**config.mk**
```make
export PLATFORM = sky130hd
export DESIGN_NAME = mul_acc
export DESIGN_NICKNAME = d
export VERILOG_FILES = /design/src/rtl/mul_acc.sv
export SDC_FILE = /design/constraint.sdc
export NUM_CORES = 1
export LEC_CHECK = 0
export BUFFER_PORTS_ARGS = -buffer_cell sky130_fd_sc_hd__clkbuf_2
export CAP_MARGIN = 40
export CORE_MARGIN = 1
export CORE_UTILIZATION = 45
export DETAILED_ROUTE_END_ITERATION = 8
export HOLD_SLACK_MARGIN = 0.15
export SYNTH_ARGS = -nofsm -noshare
export SYNTH_HDL_FRONTEND = slang
export SYNTH_SLANG_ARGS = --single-unit
```
**constraint.sdc**
```tcl
create_clock -name clk -period 6.4 [get_ports clk]
set_input_delay 0.32 -clock clk [delete_from_list [all_inputs] [get_ports clk]]
set_output_delay 0.32 -clock clk [all_outputs]
set_load 0.01 [all_outputs]
```
**src/rtl/mul_acc.sv**
```systemverilog
// Group accumulator for the signed multiplier product stream.
// Sums prod_last-framed groups with optional saturation and holds one result behind a valid/ready register.
module mul_acc #(
    parameter int PROD_W = 64,
    parameter int ACC_W  = 72,
    parameter int CNT_W  = 8,
    parameter bit SAT    = 1'b1
) (
    input  logic              clk,
    input  logic              rst_n,
    input  logic              clear,
    input  logic              prod_valid,
    output logic              prod_ready,
    input  logic [PROD_W-1:0] prod,
    input  logic              prod_last,
    output logic              res_valid,
    input  logic              out_ready,
    output logic [ACC_W-1:0]  res,
    output logic [CNT_W-1:0]  res_cnt,
    output logic              res_ovf,
    output logic              busy
);

    typedef enum logic [0:0] {
        ST_IDLE = 1'b0,
        ST_ACC  = 1'b1
    } state_t;

    localparam logic [ACC_W-1:0] ACC_MAX = {1'b0, {(ACC_W-1){1'b1}}};
    localparam logic [ACC_W-1:0] ACC_MIN = {1'b1, {(ACC_W-1){1'b0}}};

    function automatic logic [CNT_W-1:0] sat_inc(input logic [CNT_W-1:0] c);
        logic [CNT_W-1:0] r;
        if (&c) begin
            r = c;
        end else begin
            r = c + CNT_W'(1'b1);
        end
        return r;
    endfunction

    state_t            state_r, state_s;
    logic [ACC_W-1:0]  acc_r, acc_s;
    logic [CNT_W-1:0]  cnt_r, cnt_s;
    logic              ovf_sticky_r, ovf_sticky_s;
    logic [ACC_W-1:0]  res_r, res_s;
    logic [CNT_W-1:0]  res_cnt_r, res_cnt_s;
    logic              res_ovf_r, res_ovf_s;
    logic              res_valid_r, res_valid_s;

    logic              prod_ready_s;
    logic              beat_s;
    logic              pop_s;
    logic              in_acc_s;
    logic [ACC_W-1:0]  base_s;
    logic [CNT_W-1:0]  cnt_base_s;
    logic              ovf_base_s;
    logic [ACC_W-1:0]  prod_ext_s;
    logic [ACC_W-1:0]  raw_s;
    logic              ovf_s;
    logic [ACC_W-1:0]  sum_s;

    // Handshake decode; ready ignores prod_valid so the producer may look before driving.
    always_comb begin
        prod_ready_s = !clear && (!res_valid_r || out_ready);
        beat_s       = prod_valid && prod_ready_s;
        pop_s        = res_valid_r && out_ready;
        in_acc_s     = (state_r == ST_ACC);
    end

    // Adder with sign-based overflow detection; IDLE starts each group from zero.
    always_comb begin
        base_s     = in_acc_s ? acc_r : {ACC_W{1'b0}};
        cnt_base_s = in_acc_s ? cnt_r : {CNT_W{1'b0}};
        ovf_base_s = in_acc_s ? ovf_sticky_r : 1'b0;
        prod_ext_s = ACC_W'($signed(prod));
        raw_s      = base_s + prod_ext_s;
        ovf_s      = (base_s[ACC_W-1] == prod_ext_s[ACC_W-1]) &&
                     (raw_s[ACC_W-1] != base_s[ACC_W-1]);
        if (ovf_s && SAT) begin
            sum_s = base_s[ACC_W-1] ? ACC_MIN : ACC_MAX;
        end else begin
            sum_s = raw_s;
        end
    end

    // Next-state for group FSM, accumulator and output register.
    always_comb begin
        state_s      = state_r;
        acc_s        = acc_r;
        cnt_s        = cnt_r;
        ovf_sticky_s = ovf_sticky_r;
        res_s        = res_r;
        res_cnt_s    = res_cnt_r;
        res_ovf_s    = res_ovf_r;
        res_valid_s  = res_valid_r;

        if (pop_s) begin
            res_valid_s = 1'b0;
        end else begin
            res_valid_s = res_valid_r;
        end

        if (clear) begin
            // clear blocks prod_ready, so no publish can collide with it
            state_s      = ST_IDLE;
            acc_s        = {ACC_W{1'b0}};
            cnt_s        = {CNT_W{1'b0}};
            ovf_sticky_s = 1'b0;
        end else if (beat_s && prod_last) begin
            res_s        = sum_s;
            res_cnt_s    = sat_inc(cnt_base_s);
            res_ovf_s    = ovf_base_s | ovf_s;
            res_valid_s  = 1'b1;
            state_s      = ST_IDLE;
            acc_s        = {ACC_W{1'b0}};
            cnt_s        = {CNT_W{1'b0}};
            ovf_sticky_s = 1'b0;
        end else if (beat_s) begin
            case (state_r)
                ST_IDLE: begin
                    acc_s        = sum_s;
                    cnt_s        = {{(CNT_W-1){1'b0}}, 1'b1};
                    ovf_sticky_s = ovf_s;
                    state_s      = ST_ACC;
                end
                ST_ACC: begin
                    acc_s        = sum_s;
                    cnt_s        = sat_inc(cnt_r);
                    ovf_sticky_s = ovf_sticky_r | ovf_s;
                    state_s      = ST_ACC;
                end
                default: begin
                    state_s      = ST_IDLE;
                    acc_s        = {ACC_W{1'b0}};
                    cnt_s        = {CNT_W{1'b0}};
                    ovf_sticky_s = 1'b0;
                end
            endcase
        end else begin
            state_s = state_r;
        end
    end

    // State and result registers; reset input is active-high despite its name.
    always_ff @(posedge clk or posedge rst_n) begin
        if (rst_n) begin
            state_r      <= ST_IDLE;
            acc_r        <= {ACC_W{1'b0}};
            cnt_r        <= {CNT_W{1'b0}};
            ovf_sticky_r <= 1'b0;
            res_r        <= {ACC_W{1'b0}};
            res_cnt_r    <= {CNT_W{1'b0}};
            res_ovf_r    <= 1'b0;
            res_valid_r  <= 1'b0;
        end else begin
            state_r      <= state_s;
            acc_r        <= acc_s;
            cnt_r        <= cnt_s;
            ovf_sticky_r <= ovf_sticky_s;
            res_r        <= res_s;
            res_cnt_r    <= res_cnt_s;
            res_ovf_r    <= res_ovf_s;
            res_valid_r  <= res_valid_s;
        end
    end

    assign prod_ready = prod_ready_s;
    assign res_valid  = res_valid_r;
    assign res        = res_r;
    assign res_cnt    = res_cnt_r;
    assign res_ovf    = res_ovf_r;
    assign busy       = (state_r == ST_ACC);

endmodule

```
Word-level counts from Yosys, hierarchy flattened
Cells that the tools add are included.
W data, S select, Z words.
- register bits after elaboration: 164
- input port bits: 70
- output and inout bits: 84
- logic and storage cells: 55
- $add $sub $neg: 3
- equal/unequal tests: 3
- mux-type cells: 24
- bitwise gates (word level): 4
- reductions and logical operators: 13
- operators with widths (cell ; number):
    $mux W72 ; 6
    $add A72 B72 Y72 ; 1
    $mux W8 ; 6
    $add A8 B1 Y8 const B ; 2
    $pmux W8 S2 ; 1
    $reduce_and A8 Y1 ; 2
    $mux W1 ; 10
    $logic_and A1 B1 Y1 ; 5
    $ne A4 B4 Y1 const B ; 1
    $reduce_and A2 Y1 ; 2
    $reduce_bool A3 Y1 ; 1
    $logic_not A1 Y1 ; 2
    $not A1 Y1 ; 2
    $or A1 B1 Y1 ; 2
    $pmux W1 S2 ; 1
    $eq A1 B1 Y1 ; 1
    $logic_or A1 B1 Y1 ; 1
    $ne A1 B1 Y1 ; 1

Depth between registers and ports, before layout
Gate-level depths: netlist of run 1.
- depth after elaboration: 9
- depth in mapped cells: 23
- depth with buffers taken out: 19

Least setup slack after synthesis of run 1
Ideal clock, no wire load.
- kind: register to register
- from: register state_r, in the netlist busy
- to: register acc_r[32]
- library setup time: 0.126 ns
- arrival: 5.874 ns
- required time: 6.274 ns
- slack: 0.400 ns
- stages on the path, launching flop included: 22
- buffers on the path: 5
- period minus slack after synthesis: 6.000 ns
- cells stage by stage: dfrtp_1 clkbuf_1 clkbuf_1 clkbuf_1 and2_1 ha_1 a21o_1 a21o_1 a221o_1 a211o_1 a31o_1 a221o_1 a31o_1 a221o_2 a21o_1 a21o_1 fa_1 nor3_1 nor2_1 clkbuf_1 clkbuf_1 a221o_1
- cells in the longest elaborated chain, start to end: 8
- elaborated cells between the ends (all ways): 10
- those cells by class: add/sub (1); eq/ne (2); mux (6); reduce/logical (1)
- RTL lines (what ; RTL line ; source):
    from (decl) ; 42 ; state_t state_r, state_s;
    from (signal assigned) ; 157 ; state_r <= state_s;
    $mux W72 * ; 73 ; base_s = in_acc_s ? acc_r : {ACC_W{1'b0}};
    $add A72 B72 Y72 ; 77 ; raw_s = base_s + prod_ext_s;
    $ne A1 B1 Y1 ; 79 ; (raw_s[ACC_W-1] != base_s[ACC_W-1]);
    $logic_and A1 B1 Y1 ; 78 ; ovf_s = (base_s[ACC_W-1] == prod_ext_s[ACC_W-1]) &&
    $mux W72 * ; 80 ; if (ovf_s && SAT) begin
    $mux W72 * ; 119 ; end else if (beat_s) begin
    $mux W72 * ; 110 ; end else if (beat_s && prod_last) begin
    $mux W72 * ; 104 ; if (clear) begin
    to (signal assigned) ; 149 ; acc_r <= {ACC_W{1'b0}};
    to (signal assigned) ; 158 ; acc_r <= acc_s;
    to (decl) ; 43 ; logic [ACC_W-1:0] acc_r, acc_s;
Mark *: on every way between the ends. The rest lies on a longest branch, timed or not. The select of a mux whose other input is x is not followed.
A chain may end at the register's enable or synchronous reset.

Worst setup path in the final report of run 1
- from: register state_r, in the netlist busy
- to: register res_r[24], in the netlist res[24]
- cells in the longest elaborated chain, start to end: 5
- elaborated cells between the ends (all ways): 7
- those cells by class: add/sub (1); eq/ne (2); mux (3); reduce/logical (1)
- RTL lines (what ; RTL line ; source):
    $mux W72 * ; 73 ;
    $add A72 B72 Y72 ; 77 ;
    $ne A1 B1 Y1 ; 79 ;
    $logic_and A1 B1 Y1 ; 78 ;
    $mux W72 * ; 80 ;
    to (signal assigned) ; 152 ; res_r <= {ACC_W{1'b0}};
    to (signal assigned) ; 161 ; res_r <= res_s;
    to (decl) ; 46 ; logic [ACC_W-1:0] res_r, res_s;
Mark *: on every way between the ends. The rest lies on a longest branch, timed or not.

==> metrics.md, run 1 <==
| Metric | Value |
|---|---|
| Yosys warns | 0 |
| CP cell instances | and2_1 > ha_1 > a21oi_1 > o21ai_0 > a221o_1 > a211o_1 > a31o_1 > a221o_1 > a31o_1 > a221o_2 > a21o_1 > a21o_1 > fa_1 > or3_2 > buf_4 > a21oi_1 > o21ai_0 |
| Port Buffer Count | 153 |
| Worst Path Class, Setup | flop to flop |
| H-tree depth | 4 |
| Vias in the first global route | 10,400 |
| Pwr Density | 232 nW/um2 |
| Ranking of synthesized cells by area | dfrtp_1 (36%), ha_1 (8.0%), a21oi_1 (7.4%) |
| Total wire length | 34,200 um |
| Yosys top cell area share | 36.1% |
| Row Count | 57 |
| Fin. Hold Viols | 0 |
| CP max FO | 36 |
| Sequential area share after synthesis | 36.1% |
| Ys flop type | dfrtp_1 |
| Die Wd | 161 um |
| Hold Path Class | input pin to flop |
| Starting density of the core | 46.3% |
| Slew Limit Fails | 0 |
| Gr busiest metal | met2 |
| Unrepaired setup endpoints after global routing | false |
| HPWL after DPL | 25,200 um |
| Avg Inst Size Synth | 8.28 um2 |
| Startpoint types | flop |
| Layout cells sized above 1 | 15.4% |
| Inserted Clock Buffers | 17 |
| Most common cell in the synthesized netlist | nand2_1 |
| Mapped Area | 11,400 um2 |
| Final Setup Violations | 0 |
| Slowest stage cell, crit path | dfrtp_2 |
| Placed Instance Area | 12,400 um2 |
| WL/cell | 18.9 um |
| Crit path buffers/inverters | 1 |
| Setup Skew | 15.0 ps |
| Chip height | 161 um |
| Post-synth top cells | nand2_1 (179), a21oi_1 (167), dfrtp_1 (164) |
| Pre-antenna DRT Iters | 5 |
| CTS root buffer | clkbuf_16 |
| Diode count | 0 |
| Crit path DAT | 6260 ps |
| Area growth from synthesis to layout | 14.3% |
| Area leader, netlist | dfrtp_1 |
| Met2 Use GR | 42.6% |
| CTS tree | built |
| Worst-Margin Slew | 794 ps |
| Pin count of the biggest net entering global routing | 86 |
| CTS Buffer Depth | 2 |
| Synth cell types | 63 |
| Clock Sinks | 164 |
| I/O pin count | 154 |
| CTS resizes | 0 |
| Final TNS setup | 0 ps |
| Via count | 10,600 |
| CP top delay family | compound AO/OA/AOI/OAI gates |
| Crit end category | flop |
| Fillers | 2,396 |
| MaxCap Viol Count | 0 |
| Global-route wire length before repair | 55,500 um |
| Worst skew pair latency | 440 ps |
| DIE AREA | 25,900 um2 |
| Avg Vias per Cell | 5.87 |
| Tot GR Track Use | 27.1% |
| Max incr delay on CP | 780 ps |
| Cells after Synth | 1,373 |
| VDD IR-drop max | 0.000171 V |
| Peak Freq | 167 MHz |
| Worst EP required | 6680 ps |
| Initial antenna violation count | 0 |
| GP Congestion | 0.917 |
| Initial drt markers | 788 |
| Core Box Area | 24,500 um2 |
| Met1 GRT Util | 38.5% |
| Tmin final | 5980 ps |
| Ys async rst share | 100% |
| EDFF count, synth | 0 |
| Final #Nets | 1,614 |
| Seq cells post-synth | 164 |
| Detailed-route DRC error count | 0 |
| M3 GR Usage | 4.05% |
| Status | complete, no violations |
| Synthesized Nets | 1,518 |
| Period utilization | 93.4% |
| Slew Limit Headroom | 47.1% |
| Antenna-violating nets left | 0 |
| Final Cell Area | 13,000 um2 |
| Grt total ovfl | 0 |
| Worst-path clk slew | 70 ps |
| LEAKAGE | 6.23 nW |
cell families after synthesis:
group | after synthesis | synth area share [%]
muxes | 6 | 0.539
and+or+nand+nor | 458 | 19.1
buffers and inverters | 126 | 4.33
DFF | 164 | 36.1
adders and majority gates | 75 | 8.39
xor gates and xnor gates | 78 | 6.01
AOI/OAI and AO/OA | 466 | 25.5
state kept, by name, indices dropped and copies added (netlist names):
name / count
acc_r: 72
res_valid: 1
ovf_sticky_r: 1
res: 72
res_ovf: 1
cnt_r: 8
busy: 1
res_cnt: 8
path summary, 6_finish.rpt:
check / start / endpoint / slack (ps) / depth (start not counted)
hold reg to reg: acc_r[4] / acc_r[4] / 470 / 2
setup reg to reg: busy / res[24] / 420 / 17
min in group asynchronous: rst_n / res[13] / 560 / 3
setup / recovery: busy / res[24] / 420 / 17
hold / removal: out_ready / res_valid / 180 / 3
max in group asynchronous: rst_n / busy / 4630 / 5
metal layers:
| layer | vias up | wire (um) |
|---|---|---|
| met5 | - | 0 |
| met4 | 0 | 708 |
| met3 | 52 | 1900 |
| met2 | 344 | 15400 |
| met1 | 5087 | 16200 |
| li1 | 5110 | - |
layout make-up:
| cell class | instances | area [um2] | area share [%] |
|---|---|---|---|
| inverter | 26 | 103 | 0.789 |
| timing repair buffer | 177 | 980 | 7.54 |
| tap | 324 | 405 | 3.12 |
| clock inverter | 15 | 185 | 1.42 |
| multi-input combinational | 1083 | 6800 | 52.3 |
| sequential | 164 | 4110 | 31.6 |
| clock buffer | 17 | 425 | 3.27 |
through the flow:
step	worst slack, ps	total power (W)	util (%)	std cells	hold slack, ps
after floorplan	400	0.00167	-	1373	419
after global placement	562	0.00192	50.2	1770	457
after detailed placement	461	0.00193	50.5	1773	463
after CTS	433	0.00304	53.0	1806	165
after global routing	173	0.00317	53.0	1806	183
final	419	0.00302	53.0	1806	181
timing repair:
action                                  4_1_cts  5_1_grt
hold endpoints to repair                     84        0
buffers inserted                              0        0
endpoints found under the setup margin        0        0
hold buffers                                  1        0
worst min-delay path: stages:
cell and delay, ps:
clkbuf_2 80, inv_1 70, a21o_1 110
cells in the final DEF (no fill, tap or decap), drive strengths merged, types with 35 or more instances in the layout:
cell and count:
o21ai 136, xnor2 48, dfrtp 164, ha 73
nand2 179, a221o 51, and2 79, inv 35
clkbuf 170, a21oi 167, nor2 87
where the power goes:
| group | total [W] | internal (W) | switching [W] |
|---|---|---|---|
| clock network | 0.00110 | 0.000596 | 0.000509 |
| logic | 0.000657 | 0.000259 | 0.000398 |
| registers | 0.00126 | 0.00117 | 0.0000849 |
Power figures use the tool's default switching activity.
==> run 2: changes to the inputs <==
Settings changed: BUFFER_PORTS_ARGS -buffer_cell sky130_fd_sc_hd__clkbuf_2 to default, DONT_BUFFER_PORTS from default to 1.
==> run 2 against run 1 <==
First-iteration DRC count is 1.9% higher. Critical path depth rose by 1. Utilization shrank 3.0 points. Clock skew is 6.0 ps lower. Critical endpoint is now res[50]. Non-clock buffer count shrank 151. Register-to-register slack improved by 160 ps.
==> metrics.md, run 2 (synthesis gave the netlist of run 1 again) <==
| Metric | Value |
|---|---|
| Final #Nets | 1,463 (-9.4%) |
| Diode count | 0 (unchanged) |
| Initial antenna violation count | 0 (unchanged) |
| Fillers | 2,390 (-0.25%) |
| Pin count of the biggest net entering global routing | 83 (-3.5%) |
| Tot GR Track Use | 26.9% (-0.17 points) |
| Vias in the first global route | 9,853 (-5.0%) |
| Worst-Margin Slew | 855 ps (+61.1 ps) |
| Pwr Density | 233 nW/um2 (+0.20%) |
| Global-route wire length before repair | 55,200 um (-0.51%) |
| Period utilization | 90.9% (-2.6 points) |
| MaxCap Viol Count | 0 (unchanged) |
| H-tree depth | 4 (unchanged) |
| Initial drt markers | 803 (+1.9%) |
| DIE AREA | 25,900 um2 (unchanged) |
| Worst EP required | 6720 ps (+40 ps) |
| Final Setup Violations | 0 (unchanged) |
| Final TNS setup | 0 ps (unchanged) |
| Worst skew pair latency | 430 ps (about the same) |
| Tmin final | 5820 ps (-164 ps) |
| GP Congestion | 0.919 (+0.24%) |
| Via count | 10,100 (-5.1%) |
| Crit end category | flop |
| Non-Filler Instances | 1,655 (-8.4%) |
| Final Cell Area | 12,300 um2 (-5.7%) |
| Clock Sinks | 164 (unchanged) |
| Detailed-route DRC error count | 0 (unchanged) |
| Core Box Area | 24,500 um2 (unchanged) |
| Worst-path clk slew | 70 ps (about the same) |
| Fin. Hold Viols | 0 (unchanged) |
| Min Hold Slack | 180 ps (-1.04 ps) |
| CTS Buffer Depth | 2 (unchanged) |
| Port Buffer Count | 0 (-100%) |
| Startpoint types | flop |
| Slew Limit Fails | 0 (unchanged) |
| FF+latch area | 4110 um2 (unchanged) |
| CTS root buffer | clkbuf_16 |
| HPWL after DPL | 25,000 um (-0.78%) |
| Pre-antenna DRT Iters | 5 (unchanged) |
| Chip height | 161 um (unchanged) |
| Layout cells sized above 1 | 5.56% (-9.8 points) |
| Die Wd | 161 um (unchanged) |
| Area of the multi-input gates | 6800 um2 (unchanged) |
| Peak Freq | 172 MHz (+2.8%) |
| Fin util | 50.0% (-3.0 points) |
| Total wire length | 34,000 um (-0.75%) |
| Worst Path Class, Setup | flop to flop |
| Hold Path Class | input pin to flop |
| CTS tree | built |
| Area growth from synthesis to layout | 7.86% |
| CTS resizes | 0 (unchanged) |
| Row Count | 57 (unchanged) |
| Crit path DAT | 6140 ps (-120 ps) |
| Reg2reg setup slack | 580 ps (+160 ps) |
| Status | complete, no violations |
| WL/cell | 20.5 um (+8.3%) |
| Commonest non-fill, non-tap cell in the layout | nand2_1 |
| Inserted Clock Buffers | 17 (unchanged) |
| Unrepaired setup endpoints after global routing | false |
| Most frequent cells in the layout | nand2_1 (178), a21oi_1 (167), dfrtp_1 (163), o21ai_0 (134), nor2_1 (84) |
| Placed Instance Area | 11,600 um2 (-6.0%) |
| Antenna-violating nets left | 0 (unchanged) |
| Grt total ovfl | 0 (unchanged) |
| LEAKAGE | 5.60 nW (-10%) |
| Starting density of the core | 46.3% (unchanged) |
| CP max FO | 43 (+19%) |
| Slew Limit Headroom | 43.0% (-4.1 points) |
| VDD IR-drop max | 0.000152 V (-11%) |
| Avg Vias per Cell | 6.07 (+3.6%) |
| Setup Skew | 9.01 ps (-6.04 ps) |
| I/O pin count | 154 (unchanged) |
| Post-Place Cells | 1,619 (-8.7%) |
## run 2: changes by cell type in the layout (fill, tap and decap cells not counted), moves of 2 or more
| cell | change |
|---|---|
| inv_8 | -2 |
| clkinv_4 | +4 |
| buf_4 | -3 |
| dlygate4sd3_1 | +3 |
| clkbuf_2 | -153 |
| buf_12 | +3 |
| inv_6 | -2 |
## run 2: area by class of cell
cell class,instances,share of cell area (%)
Timing Repair Buffer,26,2.17
Tap cell,324,3.31
Clock inverter,14,1.20
Sequential cell,164,33.5
Clock buffer,18,3.58
Inverter,26,0.837
Multi-Input combinational cell,1083,55.4
## run 2: worst paths after layout
kind                          start         to  depth (start not counted)
max in group asynchronous     rst_n  acc_r[66]                          4
min                           clear   cnt_r[0]                          3
max                            busy    res[50]                         18
min reg2reg                acc_r[0]   acc_r[0]                          2
max reg2reg                    busy    res[50]                         18
min in group asynchronous     rst_n    res[14]                          2
## run 2: what timing repair did
action	in CTS	in global routing
buffers inserted	0	0
hold buffers	4	0
endpoints found under the hold margin	127	0
## run 2: metal layers
metal,global-route usage (%),vias up,share of wire [%]
met1,38.6,4847,47
met5,0,-,0
li1,-,4796,-
met3,5.45,36,6.5
met2,40.9,375,44
met4,7.42,0,2.0
## run 2: metrics by stage
stage	power, W	setup slack [ps]
after floorplan	0.00167	400
after global placement	0.00181	599
after detailed placement	0.00182	610
after CTS	0.00287	588
after global routing	0.00299	191
final	0.00285	583
## run 2: worst max-delay path: stages, from the launching register on
cell and delay, ps:
dfrtp_2 780, and2_1 230, ha_1 310, a21oi_1 220, o21ai_0 140, a221o_1 390, a211o_1 280, a31o_1 220
a221o_1 320, a31o_1 220, a221o_2 380, a21o_1 200, a21o_1 190, fa_1 480, or3_2 670, buf_12 260
and3_1 210, mux2i_1 130, nand2_1 60
## run 2: power by group
group	internal, W	leakage, nW	switching (W)	total [W]
combinational	0.000181	3.22	0.000298	0.000479
clock	0.000560	0.288	0.000491	0.00105
sequential	0.00117	2.09	0.000150	0.00132
total	0.00191	5.60	0.000939	0.00285
